**config.mk**
```make
export PLATFORM = sky130hd
export DESIGN_NAME = in_port_fifo_rd
export DESIGN_NICKNAME = d
export VERILOG_FILES = /design/src/rtl/in_port_fifo_rd.sv
export SDC_FILE = /design/constraint.sdc
export NUM_CORES = 1
export LEC_CHECK = 0
export BUFFER_PORTS_ARGS = -buffer_cell sky130_fd_sc_hd__buf_2
export CORE_AREA = 2 2 72 81
export CTS_CLUSTER_SIZE = 30
export DETAILED_ROUTE_END_ITERATION = 8
export DIE_AREA = 0 0 74 83
export PLACE_DENSITY = 0.64
export SYNTH_ARGS = -nofsm -noshare
export SYNTH_HDL_FRONTEND = slang
export SYNTH_SLANG_ARGS = --single-unit
```
**constraint.sdc**
```tcl
create_clock -name clock -period 2.9 [get_ports clock]
set_input_delay 0.435 -clock clock [delete_from_list [all_inputs] [get_ports clock]]
set_output_delay 0.435 -clock clock [all_outputs]
set_load 0.03 [all_outputs]
```
**src/rtl/in_port_fifo_rd.sv**
```systemverilog
// in_port_fifo_rd
//   CPU-side input port. It captures bytes strobed in by an asynchronous
//   peripheral into a small FIFO. The head byte and the status flags are
//   presented to the bus I/O read mux, and each completed CPU read pops one
//   byte.
//
// Ports
//   clock    : system clock; all state changes on the rising edge
//   reset_n  : asynchronous active-low reset
//   pStrobe  : async peripheral strobe; a rising edge means a new byte on pData
//   pData    : peripheral data, stable until the synchronised edge is used
//   cpuRd    : synchronous level, high for the whole CPU data-port read
//   clrOvr   : synchronous pulse that clears overrun
//   dataOut  : registered show-ahead head byte; 0 when the FIFO is empty
//   ready    : FIFO is not empty
//   full     : FIFO holds DEPTH entries
//   overrun  : sticky flag; a byte was dropped because the FIFO was full
//   count    : occupancy
module in_port_fifo_rd #(
  parameter int N           = 8,
  parameter int DEPTH       = 4,
  parameter int SYNC_STAGES = 2
) (
  input  logic                     clock,
  input  logic                     reset_n,
  input  logic                     pStrobe,
  input  logic [N-1:0]             pData,
  input  logic                     cpuRd,
  input  logic                     clrOvr,
  output logic [N-1:0]             dataOut,
  output logic                     ready,
  output logic                     full,
  output logic                     overrun,
  output logic [$clog2(DEPTH):0]   count
);

  localparam int PW = $clog2(DEPTH);
  localparam int CW = PW + 1;
  localparam logic [CW-1:0] FULL_CNT = CW'(DEPTH);

  logic [SYNC_STAGES-1:0] sync;
  logic                   hist;
  logic                   rdPrev;
  logic                   rdActive;
  logic [PW-1:0]          rdPtr;
  logic [PW-1:0]          wrPtr;
  logic [N-1:0]           mem [DEPTH];

  logic                   wrEvt;
  logic                   rdRise;
  logic                   rdFall;
  logic                   pop;
  logic                   wrAcc;
  logic [PW-1:0]          rdPtrNext;
  logic [PW-1:0]          wrPtrNext;
  logic [CW-1:0]          countNext;
  logic                   rdActiveNext;
  logic                   overrunNext;
  logic [N-1:0]           headNext;
  logic [N-1:0]           dataOutNext;

  // The sync chain and edge history reset high. A strobe that is already
  // high when reset is released therefore never looks like a rising edge.
  always_ff @(posedge clock or negedge reset_n) begin
    if (!reset_n) begin
      sync   <= '1;
      hist   <= 1'b1;
      rdPrev <= 1'b0;
    end else begin
      sync   <= {sync[SYNC_STAGES-2:0], pStrobe};
      hist   <= sync[SYNC_STAGES-1];
      rdPrev <= cpuRd;
    end
  end

  always_comb begin
    wrEvt  = sync[SYNC_STAGES-1] & ~hist;
    rdRise = cpuRd & ~rdPrev;
    rdFall = ~cpuRd & rdPrev;
    pop    = rdFall & rdActive;
    // A full FIFO still accepts a byte when a pop frees a slot in the same clock.
    wrAcc  = wrEvt & ((count != FULL_CNT) | pop);

    rdPtrNext = pop   ? rdPtr + 1'b1 : rdPtr;
    wrPtrNext = wrAcc ? wrPtr + 1'b1 : wrPtr;

    countNext = count;
    case ({wrAcc, pop})
      2'b10:   countNext = count + 1'b1;
      2'b01:   countNext = count - 1'b1;
      default: countNext = count;
    endcase

    rdActiveNext = rdActive;
    if (rdRise)
      rdActiveNext = ready;
    else if (pop)
      rdActiveNext = 1'b0;

    overrunNext = overrun;
    if (wrEvt && !wrAcc)
      overrunNext = 1'b1;
    else if (clrOvr)
      overrunNext = 1'b0;

    // The next head comes from the incoming byte when that byte lands in the
    // head slot. This happens on a write into an empty FIFO, or on a
    // write+pop that leaves exactly one entry.
    headNext = '0;
    if (countNext != '0) begin
      if (wrAcc && (wrPtr == rdPtrNext))
        headNext = pData;
      else
        headNext = mem[rdPtrNext];
    end

    // dataOut is frozen for the whole read cycle, and catches up afterwards.
    dataOutNext = cpuRd ? dataOut : headNext;
  end

  always_ff @(posedge clock or negedge reset_n) begin
    if (!reset_n) begin
      rdPtr    <= '0;
      wrPtr    <= '0;
      count    <= '0;
      rdActive <= 1'b0;
      overrun  <= 1'b0;
      dataOut  <= '0;
    end else begin
      rdPtr    <= rdPtrNext;
      wrPtr    <= wrPtrNext;
      count    <= countNext;
      rdActive <= rdActiveNext;
      overrun  <= overrunNext;
      dataOut  <= dataOutNext;
    end
  end

  always_ff @(posedge clock) begin
    if (wrAcc)
      mem[wrPtr] <= pData;
  end

  always_comb begin
    ready = (count != '0);
    full  = (count == FULL_CNT);
  end

endmodule

```
==> key figures, run 1 <==
Run status
  – Status: completed

Finish
  – Post-route core utilization: 0.556
  – Fill cells: 460
  – # diodes: 0
  – Final Net Count: 262
  – Share of cells above drive strength 1: 0.269
  – Fin area: 2940 um^2
  – Synth-to-layout area growth: 13.6%
  – Final Instance Count excl. Fillers: 320

Synth
  – Ys Warns: 0
  – Count of cell types in the netlist: 41
  – Post-synth EDFFs: 32
  – Post-synthesis sequential area ratio: 0.575
  – Cell Area, Synth: 2590 um^2
  – Share of Yosys cell area claimed by the top area cell type: 0.371
  – Yosys reg bits: 53
  – Async set-or-reset flop fraction in the synthesized netlist: 0.396
  – Mapped Cells: 214
  – Syn Nets: 232
  – Synth top area cells: edfxtp_1 37%, dfrtp_1 17%, nand2_1 4.5%, mux2_2 3.9%, o31ai_2 3.9%
  – Post-Syn Area per Cell: 12.1 um^2
  – Most used DFF post-synth: edfxtp_1
  – Area leader, netlist: edfxtp_1

Pwr
  – Part of the power in registers: 0.388
  – Switching share of power: 0.389
  – Gate power share: 0.443
  – Overall power: 2830 uW
  – Clock power share: 0.169
  – LEAKAGE: 0.00116 uW
  – Pint: 1730 uW
  – Psw: 1100 uW
  – Pwr/cell area: approximately 960 nW/um^2
  – Peak supply drop: 351 uV

Global route
  – Grt total ovfl: 0
  – Vias in the first global route: 1748
  – First-pass GRT wire length: approximately 8500 um
  – Antenna violations before repair: 0
  – Total GRT Usage: 0.186
  – Largest net degree at the start of global routing: 22

Drt
  – Routed WL per cell: around 17 um
  – Routed wl met3: 273 um
  – Antenna Nets Post-Route: 0
  – Uppermost layer routed: met4
  – Post-route DRC: 0
  – WL met1: between 2000 and 2500 um
  – Met2 routed WL: between 2000 and 3000 um
  – Via density: 5.63
  – Initial DRC Count: 127
  – Via count: 1801
  – Routed Wire Length: 5370 um
  – First drt pass iteration count: 4

Clock network
  – Clk_lat worst skew: 0.30 ns
  – Reg clk slew, reported paths: 0.09 ns
  – Postcts setup bufs: 0
  – Max clock buf depth: 2
  – Root cell of the clock tree: clkbuf_8
  – CTS tree: done
  – Number of clock sinks: 53
  – H-tree levels: 2
  – TritonCTS Buffers: 5

Die
  – Die H: 83 um
  – Starting Density: 0.490
  – Die W: 74 um
  – Cell row count: 28
  – Core ar.: about 5300 um^2
  – Top-level I/O count: 27
  – Total Die Area: about 6000 um^2

Setup path
  – Worst path bufs/invs: 1
  – Crit. End Element: flop
  – Top delay family on crit path: simple AND/OR/NAND/NOR gates
  – Crit path arrival time: 2.73 ns
  – CP peak stage delay: 0.64 ns
  – Critical path type: reg2reg
  – Slowest CP cell: or4_4
  – CP Data Required Time: slightly above 3 ns
  – Peak fanout along the critical path: 8
  – Crit-path cells: nor2b_1 -> nor2_1 -> inv_1 -> fa_1 -> xnor2_1 -> nor4_1 -> or4_4 -> o31ai_2
  – Worst Setup Start Kind: flop

STA
  – Worst-Margin Slew: 0.718 ns
  – Hold Vio Cnt, Final: 0
  – Final worst path period share: 0.871
  – Clock period minus worst slack: 2.52 ns
  – RSZ-0062 raised after global routing: false
  – Max-slew violations: 0
  – Clock Skew: 0.00523 ns
  – Final setup vio count: 0
  – Peak Freq: 396 MHz
  – Worst rel slew slack: 0.520
  – Setup TNS: 0 ns

Placement
  – Placed cell count: roughly 310
  – Port bufs: 26
  – Placed cell area: between 2000 and 3000 um^2
  – Gpl congestion: approximately 0.77
  – Hpwl dp: 3560 um

Hold path
  – HP Class: in2async

Flow run
  – Maxcap violations: 0
## layout by cell type, fill, tap and decap left out, drive strengths merged, types with 2 or more instances in the layout
cell type  count
inv            7
dfstp          3
mux2           9
edfxtp        32
o21ai          3
nand3b         9
buf           36
dfrtp         18
a221oi         8
a221o          8
nand2         31
clkbuf         6
and2           4
nor2          12
xor2           2
o31ai          8
xnor2          6
nand3          9
a22oi          8
nor3           2
a21oi          2
ha             4
or3            2
## final cells by class
type                    count  area [um^2]  share of cell area
clock buffers               6         72.6              0.0247
clock inverters             2         33.8              0.0115
inverters                   7         26.3             0.00893
multi-input cells         141         1020               0.347
flip-flops and latches     53         1490               0.506
well taps                  75         93.8              0.0319
repair buffers             36          205              0.0697
## cell usage after synthesis (2+ instances only)
cell      count
edfxtp_1     32
nand2_1      31
dfrtp_1      18
nor2_1       12
clkbuf_1     10
mux2_2        9
nand3_1       9
nand3b_1      9
a221o_1       8
a221oi_1      8
a22oi_1       8
o31ai_2       8
inv_1         6
xnor2_1       6
and2_1        4
ha_1          4
dfstp_2       3
o21ai_0       3
a21oi_1       2
nor3_1        2
xor2_1        2
## power by group through the flow
| stage | clock [uW] | sequential, uW | combinational (uW) |
|---|---|---|---|
| 2_1_floorplan | 0 | 1220 | 831 |
| 3_3_place_gp | 0 | 1110 | 1230 |
| 3_5_place_dp | 0 | 1120 | 1250 |
| 4_1_cts | 490 | 1100 | 1260 |
| 5_1_grt | 519 | 1120 | 1380 |
| 6_report | 478 | 1100 | 1250 |
## per-layer routing
| layer | vias up | global-route usage |
|---|---|---|
| li1 | 856 | - |
| met1 | 881 | 0.245 |
| met2 | 50 | 0.291 |
| met3 | 14 | 0.0413 |
| met4 | 0 | 0.0777 |
| met5 | - | 0 |
## sequential cells by signal, indices dropped and copies added, names as in the netlist
name and count:
dataOut 8, overrun 1, wrPtr 2, rdActive 1, hist 1, count 3, rdPtr 2, rdPrev 1
sync 2, mem 32
## stage by stage
stage                     worst slack, ns  hold WS [ns]
after detailed placement           0.0568         0.347
after floorplan                     0.307         0.139
final                               0.375        0.0867
after global routing                0.136         0.103
after global placement              0.137         0.347
after CTS                           0.190        0.0892
## path summary, 6_finish.rpt
check,slack (ns),start,depth (start not counted),end
setup reg to reg,0.38,hist$_DFF_PN1_,8,dataOut[1]$_DFFE_PN0N_
max in group asynchronous,2.46,reset_n,1,sync[0]$_DFF_PN1_
min in group clock,0.23,pStrobe,1,sync[0]$_DFF_PN1_
hold / removal,0.09,reset_n,1,count[1]$_DFF_PN0_
setup / recovery,0.38,hist$_DFF_PN1_,8,dataOut[1]$_DFFE_PN0N_
hold reg to reg,0.36,sync[0]$_DFF_PN1_,0,sync[1]$_DFF_PN1_
## timing repair
| item | CTS | global route |
|---|---|---|
| resized for setup | 0 | 1 |
| endpoints found under the setup margin | 0 | 8 |
| hold endpoints to repair | 0 | 0 |
| hold buffers | 0 | 0 |
## cell families after synthesis
logic type      after synthesis  share of synthesized area
buf+inv                      20                     0.0323
compound gates               43                      0.153
mux                           9                     0.0391
fa+ha+maj                     5                     0.0270
simple gates                 76                      0.147
xor+xnor                      8                     0.0270
flops                        53                      0.575
Power figures use the tool's default switching activity.
==> inputs of run 2 (changes only) <==
Settings changed: ABC_AREA set to 1, CORE_AREA 2 2 72 81 to 2 2 72 80, DIE_AREA 0 0 74 83 to 0 0 74 82, PLACE_DENSITY 0.64 to 0.8.
==> run 2 against run 1 <==
Maximum frequency is 25% higher. Global-route usage shrank 1.6 points. Clock skew is 0.0053 ns higher. Sequential share of layout area grew 1.6 points. Register-to-register slack improved by 0.51 ns. Hold slack got worse by 0.025 ns. Die area decreased by 1.2%. Area after synthesis fell by 1.7%. Synthesized cell count increased by 28%. Combinational power shrank 6%. Critical path type unchanged. Highest routed layer unchanged.
==> key figures, run 2 <==
Run status
  – Status: completed

Finish
  – # diodes: 0 (unchanged)
  – Commonest non-fill, non-tap cells in the layout: 96 x nand2_1, 50 x inv_1, 32 x edfxtp_1
  – Synth-to-layout area growth: 12.1%
  – Fin area: 2860 um^2 (-3.0%)
  – Fill cells: 448 (-2.6%)
  – Post-route core utilization: 0.540 (-0.0166)
  – Share of cells above drive strength 1: 0.208 (-0.0616)
  – Final Net Count: 325 (+24%)
  – Max FFs per register: 32 (unchanged)
  – Top Registers: mem (32), dataOut (8), count (3)
  – Most flops, register: mem
  – Commonest non-fill, non-tap cell in the layout: nand2_1

Setup path
  – CP most frequent cell: nand2_1
  – Critical path type: reg2reg
  – Worst Setup Start Kind: flop
  – CP Data Required Time: 3.11 ns (about the same)
  – Peak fanout along the critical path: 8 (unchanged)
  – CP peak stage delay: 0.42 ns (-0.22 ns)
  – Slowest CP cell: fa_1
  – Crit-path cells: nand2_1 -> nor2_4 -> o21ai_2 -> fa_1 -> inv_1 -> nand2_1 -> nand3_1 -> nand2_2 -> nor2_2 -> nor2_4 -> nand2_1 -> nand2_1
  – Crit path arrival time: 2.22 ns (-0.51 ns)
  – Worst path bufs/invs: 1 (unchanged)
  – Top delay family on crit path: simple AND/OR/NAND/NOR gates
  – Setup slack, reg-to-reg: 0.88 ns (+0.51 ns)
  – Crit. End Element: flop

Global route
  – Vias in the first global route: 1738 (-0.57%)
  – Total GRT Usage: 0.170 (-0.0159)
  – Antenna violations before repair: 0 (unchanged)
  – Grt total ovfl: 0 (unchanged)
  – Largest net degree at the start of global routing: 22 (unchanged)
  – First-pass GRT wire length: 7720 um (-9.4%)

Die
  – Cell row count: 28 (unchanged)
  – Die W: 74 um (unchanged)
  – Core ar.: 5290 um^2 (unchanged)
  – Starting Density: 0.482 (-0.00828)
  – Die H: 82 um (-1.2%)
  – Top-level I/O count: 27 (unchanged)
  – Total Die Area: 6070 um^2 (-1.2%)

Placement
  – Hpwl dp: 3270 um (-8.0%)
  – Placed cell area: 2770 um^2 (-2.4%)
  – Gpl congestion: 0.815 (+5.4%)
  – Port bufs: 26 (unchanged)

Drt
  – Routed Wire Length: 4520 um (-16%)
  – Via density: 4.65 (-17%)
  – Via count: 1781 (-1.1%)
  – Antenna Nets Post-Route: 0 (unchanged)
  – First drt pass iteration count: 4 (unchanged)
  – Routed WL per cell: 11.8 um (-30%)
  – Post-route DRC: 0 (unchanged)
  – Initial DRC Count: 60 (-53%)

Pwr
  – Part of the power in registers: 0.398 (+0.010)
  – Gate power share: 0.446 (+0.003)
  – Peak supply drop: 407 uV (+16%)
  – Pint: 1500 uW (-13%)
  – Switching share of power: 0.436 (+0.0468)
  – Pwr/cell area: 931 nW/um^2 (-3.1%)
  – Psw: 1160 uW (+5.3%)
  – Overall power: 2660 uW (-6.0%)
  – LEAKAGE: 0.00143 uW (+23%)
  – Clock power share: 0.157 (-0.012)

STA
  – RSZ-0062 raised after global routing: false
  – Clock Skew: 0.0106 ns (+0.00533 ns)
  – Setup TNS: 0 ns (unchanged)
  – Worst rel slew slack: 0.695 (+0.175)
  – Hold Vio Cnt, Final: 0 (unchanged)
  – Final setup vio count: 0 (unchanged)
  – Max-slew violations: 0 (unchanged)
  – Hold WS: 0.0615 ns (-0.0252 ns)
  – Clock period minus worst slack: 2.02 ns (-0.505 ns)
  – Worst-Margin Slew: 0.457 ns (-0.260 ns)
  – Final worst path period share: 0.696 (-0.174)
  – Peak Freq: 495 MHz (+25%)

Synth
  – Most numerous cell in the Yosys netlist: nand2_1
  – Count of cell types in the netlist: 22 (-46%)
  – Post-Syn Area per Cell: 9.33 um^2 (-23%)
  – Most used DFF post-synth: edfxtp_1
  – Post-synth EDFFs: 32 (unchanged)
  – Ys Warns: 0 (unchanged)
  – Yosys reg bits: 53 (unchanged)
  – Cell Area, Synth: 2550 um^2 (-1.7%)
  – Area leader, netlist: edfxtp_1
  – Commonest cells in the synthesized netlist: 96 x nand2_1, 50 x inv_1, 32 x edfxtp_1, 30 x nand3_1, 18 x dfrtp_1
  – Synth top area cells: edfxtp_1 38%, dfrtp_1 18%, nand2_1 14%, inv_1 7.4%, nand3_1 5.9%
  – Mapped Cells: 273 (+28%)
  – Share of Yosys cell area claimed by the top area cell type: 0.377 (+0.00637)
  – Post-synthesis sequential area ratio: 0.585 (+0.00989)
  – Syn Nets: 291 (+25%)
  – Async set-or-reset flop fraction in the synthesized netlist: 0.396 (unchanged)

Hold path
  – HP Class: in2async

Clock network
  – H-tree levels: 2 (unchanged)
  – TritonCTS Buffers: 5 (unchanged)
  – Reg clk slew, reported paths: 0.10 ns (about the same)
  – Number of clock sinks: 53 (unchanged)
  – Hold_buf cts: 0 (unchanged)
  – Max clock buf depth: 2 (unchanged)
  – PostCTS Resize Cnt: 0 (unchanged)
  – Postcts setup bufs: 0 (unchanged)
  – Clk_lat worst skew: 0.31 ns (about the same)
  – CTS tree: done
  – Root cell of the clock tree: clkbuf_8

Flow run
  – Maxcap violations: 0 (unchanged)
run 2: path summary, 6_finish.rpt:
check	from	to	depth (start not counted)
worst max-delay path	rdPrev$_DFF_PN0_	dataOut[0]$_DFFE_PN0N_	12
worst min-delay path	reset_n	rdPtr[1]$_DFF_PN0_	1
worst max register to register	rdPrev$_DFF_PN0_	dataOut[0]$_DFFE_PN0N_	12
worst min register to register	sync[0]$_DFF_PN1_	sync[1]$_DFF_PN1_	0
max in group asynchronous	reset_n	sync[1]$_DFF_PN1_	1
min in group clock	pStrobe	sync[0]$_DFF_PN1_	1
run 2: per-stage QoR:
step	instances	setup slack, ns
6_report	383	0.880
5_1_grt	383	0.715
4_1_cts	383	0.882
3_5_place_dp	375	0.714
3_3_place_gp	375	0.819
2_1_floorplan	273	0.989
run 2: power groups by stage:
stage               Clock (uW)  Combinational (uW)  Sequential, uW
finish                     417                1180            1060
global route               466                1350            1080
CTS                        429                1190            1060
detailed placement           0                1190            1080
global placement             0                1160            1070
floorplan                    0                 772            1210
run 2: kinds of logic (layout without fill, tap and decap cells):
family,after synthesis,count (layout),synth area share
xor+xnor,2,2,0.00688
simple gates,154,154,0.278
fa+ha+maj,5,5,0.0275
flops,53,53,0.585
buf+inv,54,89,0.0894
compound gates,5,5,0.0128
run 2: worst register-to-register path, stage by stage (launching register included):
cell	delay [ns]
dfrtp_1	0.40
nand2_1	0.11
nor2_4	0.19
o21ai_2	0.13
fa_1	0.42
inv_1	0.08
nand2_1	0.07
nand3_1	0.10
nand2_2	0.07
nor2_2	0.15
nor2_4	0.07
nand2_1	0.07
nand2_1	0.05
run 2: area by class of cell:
type | count | area [um^2] | area share
timing repair buffer | 30 | 160 | 0.0561
inverter | 51 | 191 | 0.0670
clock inverter | 3 | 21.3 | 0.00745
sequential | 53 | 1490 | 0.522
multi-input combinational | 166 | 830 | 0.291
tap | 75 | 93.8 | 0.0329
clock buffer | 5 | 68.8 | 0.0241
run 2: metal layers:
layer	track usage	part of all wire	routed length, um	vias up
li1	-	-	-	911
met1	0.217	0.45	2040	823
met2	0.295	0.50	2270	43
met3	0.0258	0.036	164	4
met4	0.0545	0.011	51	0
met5	0	0	0	-
==> inputs of run 3 (changes only) <==
Settings changed: PLACE_DENSITY 0.8 to 0.82.
Clock period 2.9 ns to 1.7 ns, I/O delays scaled along.
==> run 3 against run 2 <==
Global-route usage rose by 1.4 points. Critical path type unchanged. Non-clock buffer count rose by 22. Via count rose by 7.7%. Wire length rose by 10%. Hold slack got worse by 0.023 ns. Sequential share of layout area fell by 3.7 points. Core utilization rose by 4.1 points. The flow now finishes with violations (negative setup slack). Clock power rose by 72%. Final area rose by 7.5%.
==> key figures, run 3 (synthesis results as in run 2) <==
Drt
  – Via count: 1919 (+7.7%)
  – Via density: 4.74 (+1.9%)
  – Initial DRC Count: 132 (+120%)
  – Routed Wire Length: 5000 um (+10%)
  – First drt pass iteration count: 4 (unchanged)
  – Antenna Nets Post-Route: 0 (unchanged)
  – Post-route DRC: 0 (unchanged)
  – Routed WL per cell: 12.3 um (+4.4%)

Pwr
  – Peak supply drop: 558 uV (+37%)
  – Psw: 2080 uW (+80%)
  – Gate power share: 0.488 (+0.042)
  – Pwr/cell area: 1590 nW/um^2 (+71%)
  – Part of the power in registers: 0.366 (-0.032)
  – LEAKAGE: 0.00154 uW (+7.7%)
  – Switching share of power: 0.427 (-0.00938)
  – Clock power share: 0.146 (-0.011)
  – Pint: 2800 uW (+87%)

STA
  – Max-slew violations: 0 (unchanged)
  – Clock Skew: 0.00936 ns (-0.00120 ns)
  – Hold Vio Cnt, Final: 0 (unchanged)
  – Peak Freq: 561 MHz (+13%)
  – RSZ-0062 raised after global routing: true
  – Clock period minus worst slack: 1.78 ns (-0.237 ns)
  – Final setup vio count: 8 (+8)
  – Final worst path period share: 1.05 (+0.352)
  – Setup ws final: -0.0825 ns (-0.963 ns)
  – Worst rel slew slack: 0.684 (-0.0116)
  – Worst-Margin Slew: 0.475 ns (+0.0173 ns)
  – Hold WS: 0.0387 ns (-0.0228 ns)

Setup path
  – Worst path bufs/invs: 1 (unchanged)
  – Worst Setup Start Kind: flop
  – Crit-path cells: inv_2 -> o21ai_2 -> fa_2 -> nand2_1 -> nand2_1 -> nand2_1 -> nor2_2 -> nor2_4 -> nand2_1 -> nand2_1
  – Crit. End Element: flop
  – Top delay family on crit path: flip-flops
  – CP most frequent cell: nand2_1
  – CP Data Required Time: 1.96 ns (-1.15 ns)
  – Crit path arrival time: 2.04 ns (-0.18 ns)
  – Critical path type: reg2reg
  – Slowest CP cell: dfstp_2
  – Peak fanout along the critical path: 8 (unchanged)
  – CP peak stage delay: 0.55 ns (+0.13 ns)

Run status
  – Status: finished, violations left
  – Failing checks: negative setup slack

Clock network
  – Max clock buf depth: 2 (unchanged)
  – H-tree levels: 2 (unchanged)
  – Reg clk slew, reported paths: 0.10 ns (about the same)
  – Number of clock sinks: 53 (unchanged)
  – CTS tree: done
  – TritonCTS Buffers: 5 (unchanged)
  – Clk_lat worst skew: 0.31 ns (about the same)
  – Root cell of the clock tree: clkbuf_8

Die
  – Starting Density: 0.482 (unchanged)
  – Cell row count: 28 (unchanged)
  – Core ar.: 5290 um^2 (unchanged)
  – Die H: 82 um (unchanged)
  – Die W: 74 um (unchanged)
  – Total Die Area: 6070 um^2 (unchanged)
  – Top-level I/O count: 27 (unchanged)

Global route
  – Largest net degree at the start of global routing: 22 (unchanged)
  – Total GRT Usage: 0.184 (+0.0138)
  – First-pass GRT wire length: 8350 um (+8.1%)
  – Grt total ovfl: 0 (unchanged)
  – Vias in the first global route: 1847 (+6.3%)
  – Antenna violations before repair: 0 (unchanged)

Finish
  – Commonest non-fill, non-tap cell in the layout: nand2_1
  – Top Registers: mem (32), dataOut (8), count (3)
  – Max FFs per register: 32 (unchanged)
  – Share of cells above drive strength 1: 0.288 (+0.0801)
  – Most flops, register: mem
  – Commonest non-fill, non-tap cells in the layout: 94 x nand2_1, 49 x inv_1, 32 x edfxtp_1
  – Synth-to-layout area growth: 20.5%
  – Fill cells: 444 (-0.89%)
  – # diodes: 0 (unchanged)
  – Final Net Count: 347 (+6.8%)

Placement
  – Hpwl dp: 3680 um (+12%)
  – Gpl congestion: 0.789 (-3.3%)
  – Port bufs: 26 (unchanged)
  – Post-place setup slack: -0.174 ns (-0.887 ns)

Flow run
  – Maxcap violations: 0 (unchanged)

Hold path
  – HP Class: in2reg
run 3: layout make-up:
| cell class | instances | area, um^2 | share of cell area |
|---|---|---|---|
| Tap cell | 75 | 93.8 | 0.0306 |
| Timing Repair Buffer | 52 | 347 | 0.113 |
| Sequential cell | 53 | 1490 | 0.485 |
| Clock buffer | 5 | 68.8 | 0.0224 |
| Multi-Input combinational cell | 166 | 857 | 0.279 |
| Inverter | 51 | 191 | 0.0623 |
| Clock inverter | 3 | 22.5 | 0.00733 |
run 3: power groups by stage:
| stage | registers (uW) | clock network, uW | logic [uW] |
|---|---|---|---|
| 6_report | 1790 | 716 | 2380 |
| 3_5_place_dp | 1810 | 0 | 2330 |
| 4_1_cts | 1790 | 736 | 2350 |
| 2_1_floorplan | 2070 | 0 | 1320 |
| 3_3_place_gp | 1800 | 0 | 2250 |
| 5_1_grt | 1820 | 788 | 2670 |
run 3: path summary, 6_finish.rpt:
check | from | endpoint | slack (ns) | cells after the start
worst max-delay path | sync[1]$_DFF_PN1_ | dataOut[4]$_DFFE_PN0N_ | -0.08 | 10
max in group asynchronous | reset_n | hist$_DFF_PN1_ | 0.92 | 2
min in group asynchronous | reset_n | dataOut[7]$_DFFE_PN0N_ | 0.42 | 2
worst min register to register | sync[0]$_DFF_PN1_ | sync[1]$_DFF_PN1_ | 0.37 | 0
worst max register to register | sync[1]$_DFF_PN1_ | dataOut[4]$_DFFE_PN0N_ | -0.08 | 10
worst min-delay path | pStrobe | sync[0]$_DFF_PN1_ | 0.04 | 1
run 3: layer usage:
layer	routed length [um]	part of all wire	vias up	track usage
met5	0	0	-	0
met4	93	0.019	0	0.0745
met3	248	0.050	10	0.0344
met2	2630	0.53	58	0.325
met1	2030	0.41	901	0.218
li1	-	-	950	-
run 3: metrics by stage:
| stage | cells | utilization | power, uW | setup TNS [ns] | area, um^2 |
|---|---|---|---|---|---|
| finish | 405 | 0.580 | 4890 | -0.605 | 3070 |
| global route | 405 | 0.580 | 5280 | -1.44 | 3070 |
| CTS | 405 | 0.575 | 4880 | -3.78 | 3040 |
| detailed placement | 394 | 0.552 | 4140 | -5.17 | 2920 |
| global placement | 394 | 0.552 | 4050 | -2.35 | 2920 |
| floorplan | 273 | - | 3380 | -0.653 | 2550 |
run 3: timing repair:
action / in CTS / in global routing
pin swaps: 7 / 9
endpoints found under the hold margin: 18 / 0
setup endpoints to repair: 40 / 41
hold buffers: 1 / 0
setup buffers: 2 / 0
resized for setup: 4 / 9
run 3: worst register-to-register path: cells and delay by family, from the launching register on:
kind | cells | cell delay (ns)
flip-flops | 1 | 0.55
AO/OA/AOI/OAI | 1 | 0.15
adder cells (fa/ha/maj) | 1 | 0.45
buffers and inverters | 1 | 0.04
AND/OR/NAND/NOR | 7 | 0.55
